[src/rtl/opendap_ap_mux.sv]
`default_nettype none
// ============================================================================
// Module   : opendap_ap_mux
// Purpose  : Routes DP access-port transactions to one of N_APS downstream
//            APs selected by APSEL. At most one downstream access is in
//            flight. A nonexistent APSEL completes locally after one cycle.
//            The last read data is held on up_rdata_o until the next accept.
// Ports    : swclk_i, rst_ni    - clock, asynchronous active-low reset
//            up_*_i / up_*_o    - upstream (DP side) request and response
//            dn_*_o / dn_*_i    - downstream AP slots; slot i of dn_rdata_i
//                                 occupies bits [32i+31:32i]
// Revision : 1.0 - initial release
// ============================================================================
module opendap_ap_mux #(
  parameter int N_APS       = 2,    // number of downstream APs, 1..8
  parameter bit BAD_SEL_ERR = 1'b1  // error response on a nonexistent APSEL
) (
  input  logic                  swclk_i,
  input  logic                  rst_ni,
  // upstream (DP side)
  input  logic [7:0]            up_sel_i,
  input  logic [5:0]            up_addr_i,
  input  logic [31:0]           up_wdata_i,
  input  logic                  up_wen_i,
  input  logic                  up_ren_i,
  input  logic                  up_abort_i,
  output logic [31:0]           up_rdata_o,
  output logic                  up_rdy_o,
  output logic                  up_err_o,
  // downstream (AP side)
  output logic [5:0]            dn_addr_o,
  output logic [31:0]           dn_wdata_o,
  output logic [N_APS-1:0]      dn_wen_o,
  output logic [N_APS-1:0]      dn_ren_o,
  output logic [N_APS-1:0]      dn_abort_o,
  input  logic [32*N_APS-1:0]   dn_rdata_i,
  input  logic [N_APS-1:0]      dn_rdy_i,
  input  logic [N_APS-1:0]      dn_err_i
);

  typedef enum logic [1:0] {
    ST_IDLE   = 2'd0,
    ST_BUSY   = 2'd1,
    ST_BADSEL = 2'd2
  } state_e;

  state_e      state_q, state_d;
  logic [2:0]  idx_q, idx_d;
  logic [31:0] rdata_q, rdata_d;

  logic             w_sel_valid;
  logic [N_APS-1:0] w_sel_oh;   // one-hot decode of up_sel_i
  logic [N_APS-1:0] w_idx_oh;   // one-hot decode of the latched index
  logic             w_slot_rdy;
  logic             w_slot_err;
  logic [31:0]      w_slot_rdata;
  logic             w_accept;
  logic             w_complete;

  assign w_sel_valid = (up_sel_i < 8'(N_APS));

  // Slot selection is an AND-OR mux over decoded one-hots rather than an
  // indexed read, so X on any non-selected slot never reaches the outputs
  // and an out-of-range index can never be formed.
  always_comb begin
    w_sel_oh     = '0;
    w_idx_oh     = '0;
    w_slot_rdata = '0;
    for (int i = 0; i < N_APS; i++) begin
      w_sel_oh[i] = (up_sel_i == 8'(i));
      w_idx_oh[i] = (idx_q == 3'(i));
    end
    for (int i = 0; i < N_APS; i++) begin
      w_slot_rdata = w_slot_rdata | (dn_rdata_i[32*i +: 32] & {32{w_idx_oh[i]}});
    end
  end

  assign w_slot_rdy = |(dn_rdy_i & w_idx_oh);
  assign w_slot_err = |(dn_err_i & w_idx_oh);

  // Upstream response
  always_comb begin
    up_rdy_o   = 1'b1;
    up_err_o   = 1'b0;
    up_rdata_o = rdata_q;
    case (state_q)
      ST_BUSY: begin
        up_rdy_o   = w_slot_rdy;
        up_err_o   = w_slot_err && w_slot_rdy;
        up_rdata_o = w_slot_rdata;
      end
      ST_BADSEL: begin
        up_err_o   = BAD_SEL_ERR;
        up_rdata_o = '0;
      end
      default: ;
    endcase
  end

  // An abort cycle swallows any simultaneous strobe.
  assign w_accept   = (up_wen_i || up_ren_i) && up_rdy_o && !up_abort_i;
  assign w_complete = (state_q == ST_BUSY) && w_slot_rdy;

  // Downstream forwarding is combinational in the accept cycle.
  assign dn_addr_o  = up_addr_i;
  assign dn_wdata_o = up_wdata_i;
  assign dn_wen_o   = (w_accept && up_wen_i && w_sel_valid) ? w_sel_oh : '0;
  assign dn_ren_o   = (w_accept && up_ren_i && w_sel_valid) ? w_sel_oh : '0;
  assign dn_abort_o = {N_APS{up_abort_i}};

  // Next-state logic
  always_comb begin
    state_d = state_q;
    idx_d   = idx_q;
    rdata_d = rdata_q;
    if (up_abort_i) begin
      state_d = ST_IDLE;
    end else begin
      if (w_complete) begin
        rdata_d = w_slot_rdata;
      end else if (state_q == ST_BADSEL) begin
        rdata_d = '0;
      end
      if ((state_q == ST_BUSY) && !w_slot_rdy) begin
        state_d = ST_BUSY;
      end else if (w_accept) begin
        if (w_sel_valid) begin
          state_d = ST_BUSY;
          idx_d   = up_sel_i[2:0];
        end else begin
          state_d = ST_BADSEL;
        end
      end else begin
        state_d = ST_IDLE;
      end
    end
  end

  always_ff @(posedge swclk_i or negedge rst_ni) begin
    if (!rst_ni) begin
      state_q <= ST_IDLE;
      idx_q   <= 3'd0;
      rdata_q <= 32'd0;
    end else begin
      state_q <= state_d;
      idx_q   <= idx_d;
      rdata_q <= rdata_d;
    end
  end

endmodule
`default_nettype wire

[config.mk]
export PLATFORM = sky130hd
export DESIGN_NAME = opendap_ap_mux
export DESIGN_NICKNAME = d
export VERILOG_FILES = /design/src/rtl/opendap_ap_mux.sv
export SDC_FILE = /design/constraint.sdc
export NUM_CORES = 1
export LEC_CHECK = 0
export CORE_MARGIN = 2
export CORE_UTILIZATION = 31
export CTS_CLUSTER_DIAMETER = 200
export DETAILED_ROUTE_END_ITERATION = 7
export GPL_TIMING_DRIVEN = 0
export HOLD_SLACK_MARGIN = 0.05
export PLACE_DENSITY = 0.78
export SLEW_MARGIN = 20
export SYNTH_ARGS = -nofsm -noshare
export SYNTH_HDL_FRONTEND = slang
export SYNTH_SLANG_ARGS = --single-unit
[constraint.sdc]
create_clock -name swclk_i -period 2 [get_ports swclk_i]
set_clock_uncertainty 0.1 [all_clocks]
set_input_delay 0.4 -clock swclk_i [delete_from_list [all_inputs] [get_ports swclk_i]]
set_output_delay 0.4 -clock swclk_i [all_outputs]
set_load 0.1 [all_outputs]
==> reports/metrics.json, run 1 <==
{
  "yosys.cell_count.top_type": {"value": "a22o_1"},
  "routed-via-count": {"value": 2755},
  "layout_area_growth_over_synthesis": {"value": 111, "unit": "%"},
  "cts-buffers-inserted": {"value": 5},
  "post_synth_inst_count": {"value": 260},
  "dpl.hpwl": {"value": 6.41, "unit": "mm"},
  "worstReg2RegStart": {"value": "idx_q[0]"},
  "failing_checks": {"value": "negative setup slack"},
  "postSynthRegisterBits": {"value": 37},
  "die_w": {"value": 95.5, "unit": "um"},
  "pre_cts_slack": {"value": -1.66, "unit": "ns"},
  "total_switching_power": {"value": 0.800, "unit": "mW"},
  "worst_ir_drop_vdd": {"value": 0.221, "unit": "mV"},
  "min-delay-path-class": {"value": "register to register"},
  "worst-setup-path-type": {"value": "register to output pin"},
  "route.detailed.wl_per_inst": {"value": 16.5, "unit": "um"},
  "rsz0062_at_grt": {"value": "true"},
  "max-clock-path-buffers": {"value": 2},
  "synth_flop_cell": {"value": "dfrtp_1"},
  "power.share.clock": {"value": 0.250},
  "portBuffers": {"value": 158},
  "share_of_cells_above_drive_strength_1": {"value": 0.476},
  "leakagePower": {"value": 2.50, "unit": "nW"},
  "yosys-top-cells-count": {"value": "64 x a22o_1, 40 x buf_4, 37 x dfrtp_1, 37 x nor2_1, 32 x mux2i_1"},
  "switching_share": {"value": 0.372},
  "clock_insertion_delay_worst_skew": {"value": 0.29, "unit": "ns"},
  "cp_data_required_time": {"value": 1.50, "unit": "ns"},
  "min-delay-start": {"value": "idx_q[1]"},
  "worst-endpoint-arrival": {"value": 1.92, "unit": "ns"},
  "power.combinational.fraction": {"value": 0.400},
  "cts_tree": {"value": "yes"},
  "final.period_utilization": {"value": 1.21},
  "drt_iter0_drc": {"value": 63},
  "status": {"value": "complete, but fails checks"},
  "slew_headroom": {"value": 0.355},
  "hold_viol_final": {"value": 0},
  "wirelength": {"value": 9.01, "unit": "mm"},
  "yosysUniqueCellTypes": {"value": 27},
  "final_antenna_net_count": {"value": 0},
  "finish.cell_count_without_fillers": {"value": 546},
  "grt_first_pass_wirelength": {"value": 13.9, "unit": "mm"},
  "fp-row-count": {"value": 33},
  "post-place-cells": {"value": 524},
  "drc": {"value": 0},
  "ys_async_sr_fraction": {"value": 1.00},
  "cp-end-kind": {"value": "output pin"},
  "place_congestion": {"value": 0.771},
  "grt_antenna_before_repair": {"value": 0},
  "synth_edf_count": {"value": 0},
  "max_slew.worst_pin.slew": {"value": 0.971, "unit": "ns"},
  "utilization": {"value": 0.670},
  "max_slew_violation_count": {"value": 0},
  "start_util": {"value": 0.318},
  "maximum_number_of_pins_on_one_net_before_global_route_repair": {"value": 26},
  "fin_crit": {"value": 2.42, "unit": "ns"},
  "path_clk_slew": {"value": 0.07, "unit": "ns"},
  "drt_pass1_iterations": {"value": 4},
  "synth_area_leaders": {"value": "dfrtp_1 36%, a22o_1 22%, mux2i_1 12%"},
  "h_tree_levels": {"value": 2},
  "global_routing_usage_summed_across_all_routing_layers": {"value": 0.196},
  "count_of_antenna_diodes_in_the_layout": {"value": 0},
  "timing.reg2reg.worst_path_depth": {"value": 7},
  "critical_path.startpoint_type": {"value": "register"},
  "finalSetupViolations": {"value": 38},
  "clock-root-buffer": {"value": "clkbuf_8"},
  "yosys.area.top_type": {"value": "dfrtp_1"},
  "syn_area": {"value": 2600, "unit": "um2"},
  "place_area": {"value": 4700, "unit": "um2"},
  "yosys_warn_count": {"value": 0},
  "power_density": {"value": 393, "unit": "nW/um2"},
  "holdPathStages": {"value": 1},
  "worst-path-max-fanout": {"value": 10},
  "first_global_vias": {"value": 2893},
  "seq_area_frac_synth": {"value": 0.356},
  "layout_setup_ws": {"value": -0.419, "unit": "ns"},
  "clock_sinks": {"value": 37},
  "top_level_ports": {"value": 197},
  "maxCapViolations": {"value": 0},
  "grt-ovfl-total": {"value": 0},
  "finalNetCount": {"value": 562},
  "design.core.area": {"value": 8180, "unit": "um2"},
  "fin_area": {"value": 5480, "unit": "um2"},
  "n_fill_cell": {"value": 636},
  "synth_area_per_cell": {"value": 9.99, "unit": "um2"},
  "startpoint": {"value": "idx_q[2]"},
  "die-area": {"value": 9130, "unit": "um2"},
  "sequentialPowerShare": {"value": 0.350},
  "synth_largest_type_area_fraction": {"value": 0.356},
  "synthesis.nets": {"value": 381},
  "achievable-frequency": {"value": 413, "unit": "MHz"},
  "p_int": {"value": 1.35, "unit": "mW"},
  "drt-vias-per-instance": {"value": 5.05},
  "fp.dieH": {"value": 95.5, "unit": "um"}
}
path summary, 6_finish.rpt:
path,end,slack (ns)
hold / removal,idx_q[1],0.41
setup / recovery,up_rdata_o[13],-0.42
setup reg to reg,rdata_q[15],0.11
min in group asynchronous,rdata_q[23],0.44
hold reg to reg,idx_q[1],0.41
max in group asynchronous,rdata_q[5],0.92
routing by layer:
layer	vias up	track usage	part of all wire
li1	1269	-	-
met1	1329	0.228	0.39
met2	142	0.371	0.52
met3	15	0.0364	0.079
met4	0	0.0417	0.014
met5	-	0	0
layout by cell type, fill, tap and decap left out, drive strengths merged, types with 3 or more instances in the layout:
master / count
mux2: 3
buf: 109
dfrtp: 37
and3: 4
nor2: 37
clkbuf: 21
clkdlybuf4s50: 75
dlygate4sd2: 38
a22o: 64
mux2i: 32
sequential cells by signal (all words and copies together), names as in the netlist:
register / flops
idx_q: 3
rdata_q: 32
state_q: 2
worst max-delay path: stages, from the launching register on:
cell	delay [ns]
dfrtp_1	0.39
or2_2	0.30
clkbuf_1	0.17
clkbuf_4	0.26
nor2_2	0.19
a22o_4	0.15
buf_12	0.16
kinds of logic after synthesis:
| family | share of synthesized area |
|---|---|
| compound gates | 0.228 |
| fa+ha+maj | 0.00963 |
| buf+inv | 0.169 |
| flops | 0.356 |
| mux | 0.138 |
| simple gates | 0.0987 |
power by group through the flow:
stage | Sequential, mW | Combinational, mW | Clock (mW)
2_1_floorplan | 0.768 | 0.550 | 0
3_3_place_gp | 0.768 | 0.837 | 0
3_5_place_dp | 0.768 | 0.850 | 0
4_1_cts | 0.753 | 0.858 | 0.547
5_1_grt | 0.754 | 0.907 | 0.571
6_report | 0.754 | 0.860 | 0.538
cell type report:
| cell class | instances | area, um2 | share of cell area |
|---|---|---|---|
| buffer | 62 | 533 | 0.0972 |
| clock buffer | 7 | 86.3 | 0.0157 |
| inverter | 2 | 7.51 | 0.00137 |
| multi-input combinational | 158 | 1690 | 0.307 |
| sequential | 37 | 926 | 0.169 |
| tap | 105 | 131 | 0.0240 |
| timing repair buffer | 175 | 2110 | 0.385 |
timing repair:
item	in CTS	in global routing
buffers inserted	8	4
endpoints found under the hold margin	12	0
hold buffers	1	0
resized for setup	454	15
pin swaps	11	7
setup endpoints to repair	79	38
cloned	3	0
per-stage QoR:
| step | hold WS [ns] | TNS (ns) | power, mW |
|---|---|---|---|
| floorplan | 0.00441 | -4.09 | 1.32 |
| global placement | 0.388 | -72.24 | 1.60 |
| detailed placement | 0.217 | -55.70 | 1.62 |
| CTS | 0.413 | -14.00 | 2.16 |
| global route | 0.442 | -16.05 | 2.23 |
| finish | 0.412 | -13.89 | 2.15 |
(Power assumes the default switching activity.)
==> run 2: changes to the inputs <==
--- a/config.mk
+++ b/config.mk
@@ -12,6 +12,7 @@
 export GPL_TIMING_DRIVEN = 0
 export HOLD_SLACK_MARGIN = 0.05
 export PLACE_DENSITY = 0.78
+export REMOVE_ABC_BUFFERS = 1
 export SLEW_MARGIN = 20
 export SYNTH_ARGS = -nofsm -noshare
 export SYNTH_HDL_FRONTEND = slang
==> run 2 against run 1 <==
  * The flow still finishes with violations (negative setup slack)
  * Via count decreased by 9.9%
  * Final area decreased by 16%
  * Setup slack got worse by 0.097 ns
  * First-iteration DRC count increased by 51%
  * Largest cell class unchanged
==> reports/metrics.json, run 2 (synthesis gave the netlist of run 1 again) <==
{
  "h_tree_levels": {"value": 2, "change": "unchanged"},
  "portBuffers": {"value": 120, "change": "-24%"},
  "fin_crit": {"value": 2.52, "unit": "ns", "change": "+0.0968 ns"},
  "cp-end-kind": {"value": "output pin"},
  "top_register": {"value": "rdata_q"},
  "whs": {"value": 0.391, "unit": "ns", "change": "-0.0211 ns"},
  "max-clock-path-buffers": {"value": 2, "change": "unchanged"},
  "rr_endpoint": {"value": "rdata_q[6]"},
  "worst_ir_drop_vdd": {"value": 0.186, "unit": "mV", "change": "-16%"},
  "die_w": {"value": 95.5, "unit": "um", "change": "unchanged"},
  "regToRegSetupSlack": {"value": -0.16, "unit": "ns", "change": "-0.27 ns"},
  "maximum_number_of_pins_on_one_net_before_global_route_repair": {"value": 33, "change": "+27%"},
  "startpoint": {"value": "idx_q[0]"},
  "drt_iter0_drc": {"value": 95, "change": "+51%"},
  "slew_headroom": {"value": 0.670, "change": "+0.314"},
  "detail_route.wirelength.met1": {"value": 4.22, "unit": "mm", "change": "+21%"},
  "worstReg2RegStart": {"value": "idx_q[0]"},
  "design.core.area": {"value": 8180, "unit": "um2", "change": "unchanged"},
  "drc": {"value": 0, "change": "unchanged"},
  "min-delay-path-class": {"value": "input pin to register"},
  "totalPowerFinal": {"value": 1.73, "unit": "mW", "change": "-19%"},
  "drt_pass1_iterations": {"value": 4, "change": "unchanged"},
  "maxCapViolations": {"value": 0, "change": "unchanged"},
  "finish.cell_count_without_fillers": {"value": 468, "change": "-14%"},
  "share_of_cells_above_drive_strength_1": {"value": 0.322, "change": "-0.154"},
  "pre_cts_slack": {"value": -1.93, "unit": "ns", "change": "-0.273 ns"},
  "grt_antenna_before_repair": {"value": 0, "change": "unchanged"},
  "path_clk_slew": {"value": 0.08, "unit": "ns", "change": "about the same"},
  "fp-row-count": {"value": 33, "change": "unchanged"},
  "reg_top3": {"value": "rdata_q (32), idx_q (3), state_q (2)"},
  "final_antenna_net_count": {"value": 0, "change": "unchanged"},
  "leakagePower": {"value": 1.93, "unit": "nW", "change": "-23%"},
  "setup.worst_path.end": {"value": "dn_wen_o[1]"},
  "final.period_utilization": {"value": 1.26, "change": "+0.0484"},
  "largest_register_ff_count": {"value": 32, "change": "unchanged"},
  "start_util": {"value": 0.318, "change": "unchanged"},
  "dpl.hpwl": {"value": 5.91, "unit": "mm", "change": "-7.8%"},
  "clock_insertion_delay_worst_skew": {"value": 0.28, "unit": "ns", "change": "about the same"},
  "finalSetupViolations": {"value": 71, "change": "+87%"},
  "finalNetCount": {"value": 483, "change": "-14%"},
  "timing.reg2reg.worst_path_depth": {"value": 8, "change": "+1"},
  "wirelength": {"value": 9.90, "unit": "mm", "change": "+9.9%"},
  "first_global_vias": {"value": 2555, "change": "-12%"},
  "worst-setup-path-type": {"value": "register to output pin"},
  "cts-buffers-inserted": {"value": 5, "change": "unchanged"},
  "layout_setup_ws": {"value": -0.515, "unit": "ns", "change": "-0.0968 ns"},
  "routed-wl-met3": {"value": 1.02, "unit": "mm", "change": "+43%"},
  "worst-path-max-fanout": {"value": 3, "change": "-7"},
  "timing.setup.tns": {"value": -15.94, "unit": "ns", "change": "-2.04 ns"},
  "max_slew_violation_count": {"value": 0, "change": "unchanged"},
  "die-area": {"value": 9130, "unit": "um2", "change": "unchanged"},
  "clock_sinks": {"value": 37, "change": "unchanged"},
  "cp_data_required_time": {"value": 1.50, "unit": "ns", "change": "about the same"},
  "routed-via-count": {"value": 2481, "change": "-9.9%"},
  "maxUsedRoutingLayer": {"value": "met4"},
  "post-place-cells": {"value": 424, "change": "-19%"},
  "grt_first_pass_wirelength": {"value": 14.6, "unit": "mm", "change": "+5.1%"},
  "layout.cells.most_common": {"value": "clkdlybuf4s50_1"},
  "drt-vias-per-instance": {"value": 5.30, "change": "+5.1%"},
  "achievable-frequency": {"value": 398, "unit": "MHz", "change": "-3.8%"},
  "rsz0062_at_grt": {"value": "true"},
  "failing_checks": {"value": "negative setup slack"},
  "max_slew.worst_pin.slew": {"value": 0.494, "unit": "ns", "change": "-0.476 ns"},
  "cts_tree": {"value": "yes"},
  "grt-ovfl-total": {"value": 0, "change": "unchanged"},
  "final_cell_mix": {"value": "74 x clkdlybuf4s50_1, 59 x a22o_1, 41 x buf_12"},
  "hold_viol_final": {"value": 0, "change": "unchanged"},
  "count_of_antenna_diodes_in_the_layout": {"value": 0, "change": "unchanged"},
  "critical_path.startpoint_type": {"value": "register"},
  "worst-endpoint-arrival": {"value": 2.02, "unit": "ns", "change": "+0.10 ns"},
  "layout_area_growth_over_synthesis": {"value": 76.3, "unit": "%"},
  "route.detailed.wl_per_inst": {"value": 21.2, "unit": "um", "change": "+28%"},
  "fp.dieH": {"value": 95.5, "unit": "um", "change": "unchanged"},
  "routed-wl-met2": {"value": 4.55, "unit": "mm", "change": "-2.8%"},
  "clock-root-buffer": {"value": "clkbuf_8"},
  "status": {"value": "complete, but fails checks"},
  "power_density": {"value": 378, "unit": "nW/um2", "change": "-3.6%"},
  "place_congestion": {"value": 0.642, "change": "-17%"},
  "top_level_ports": {"value": 197, "change": "unchanged"},
  "global_routing_usage_summed_across_all_routing_layers": {"value": 0.220, "change": "+0.0238"}
}
==> run 2: metrics by stage <==
step / area, um2 / utilization
6_report: 4580 / 0.560
2_1_floorplan: 2170 / -
3_3_place_gp: 3500 / 0.428
4_1_cts: 4530 / 0.554
5_1_grt: 4580 / 0.560
3_5_place_dp: 3570 / 0.437
==> run 2: layer usage <==
metal  up-vias  track usage
met5         -       0.0536
met4         0       0.0500
met3        10        0.102
met2       156        0.340
met1      1203        0.275
li1       1112            -
==> run 2: timing repair <==
action	4_1_cts	5_1_grt
buffers inserted	29	4
gates cloned	4	0
resized for setup	396	11
pin swaps	32	38
hold buffers	1	0
setup endpoints to repair	75	73
hold endpoints to repair	17	0
==> run 2: critical path: stages, from the launching register on <==
cell     delay, ns
dfrtp_4       0.51
buf_16        0.14
mux2_4        0.31
a21bo_4       0.23
and3_4        0.19
and3_4        0.18
buf_12        0.16
==> run 2: layout make-up <==
class | instances | area, um2
tap | 105 | 131
clock inverter | 2 | 10.0
multi-input combinational | 161 | 1440
sequential | 37 | 930
inverter | 2 | 7.51
fill | 681 | 3600
timing repair buffer | 155 | 1990
clock buffer | 6 | 72.6
==> run 2: where the power goes <==
part	total [mW]	leakage, nW	switching, mW	internal (mW)
Sequential	0.756	0.513	0.00440	0.752
Combinational	0.477	1.37	0.202	0.276
Clock	0.499	0.0450	0.258	0.242
==> run 2: worst min-delay path by stage <==
stage               cells past startpoint     endpoint         from  slack, ns
floorplan                               0     idx_q[0]       rst_ni      0.004
global placement                        1  rdata_q[19]  rdata_q[19]       0.38
detailed placement                      1   rdata_q[1]       rst_ni       0.27
CTS                                     4   state_q[1]  up_sel_i[1]       0.38
global route                            1  rdata_q[12]  rdata_q[12]       0.41
finish                                  5   state_q[0]  up_sel_i[1]       0.39
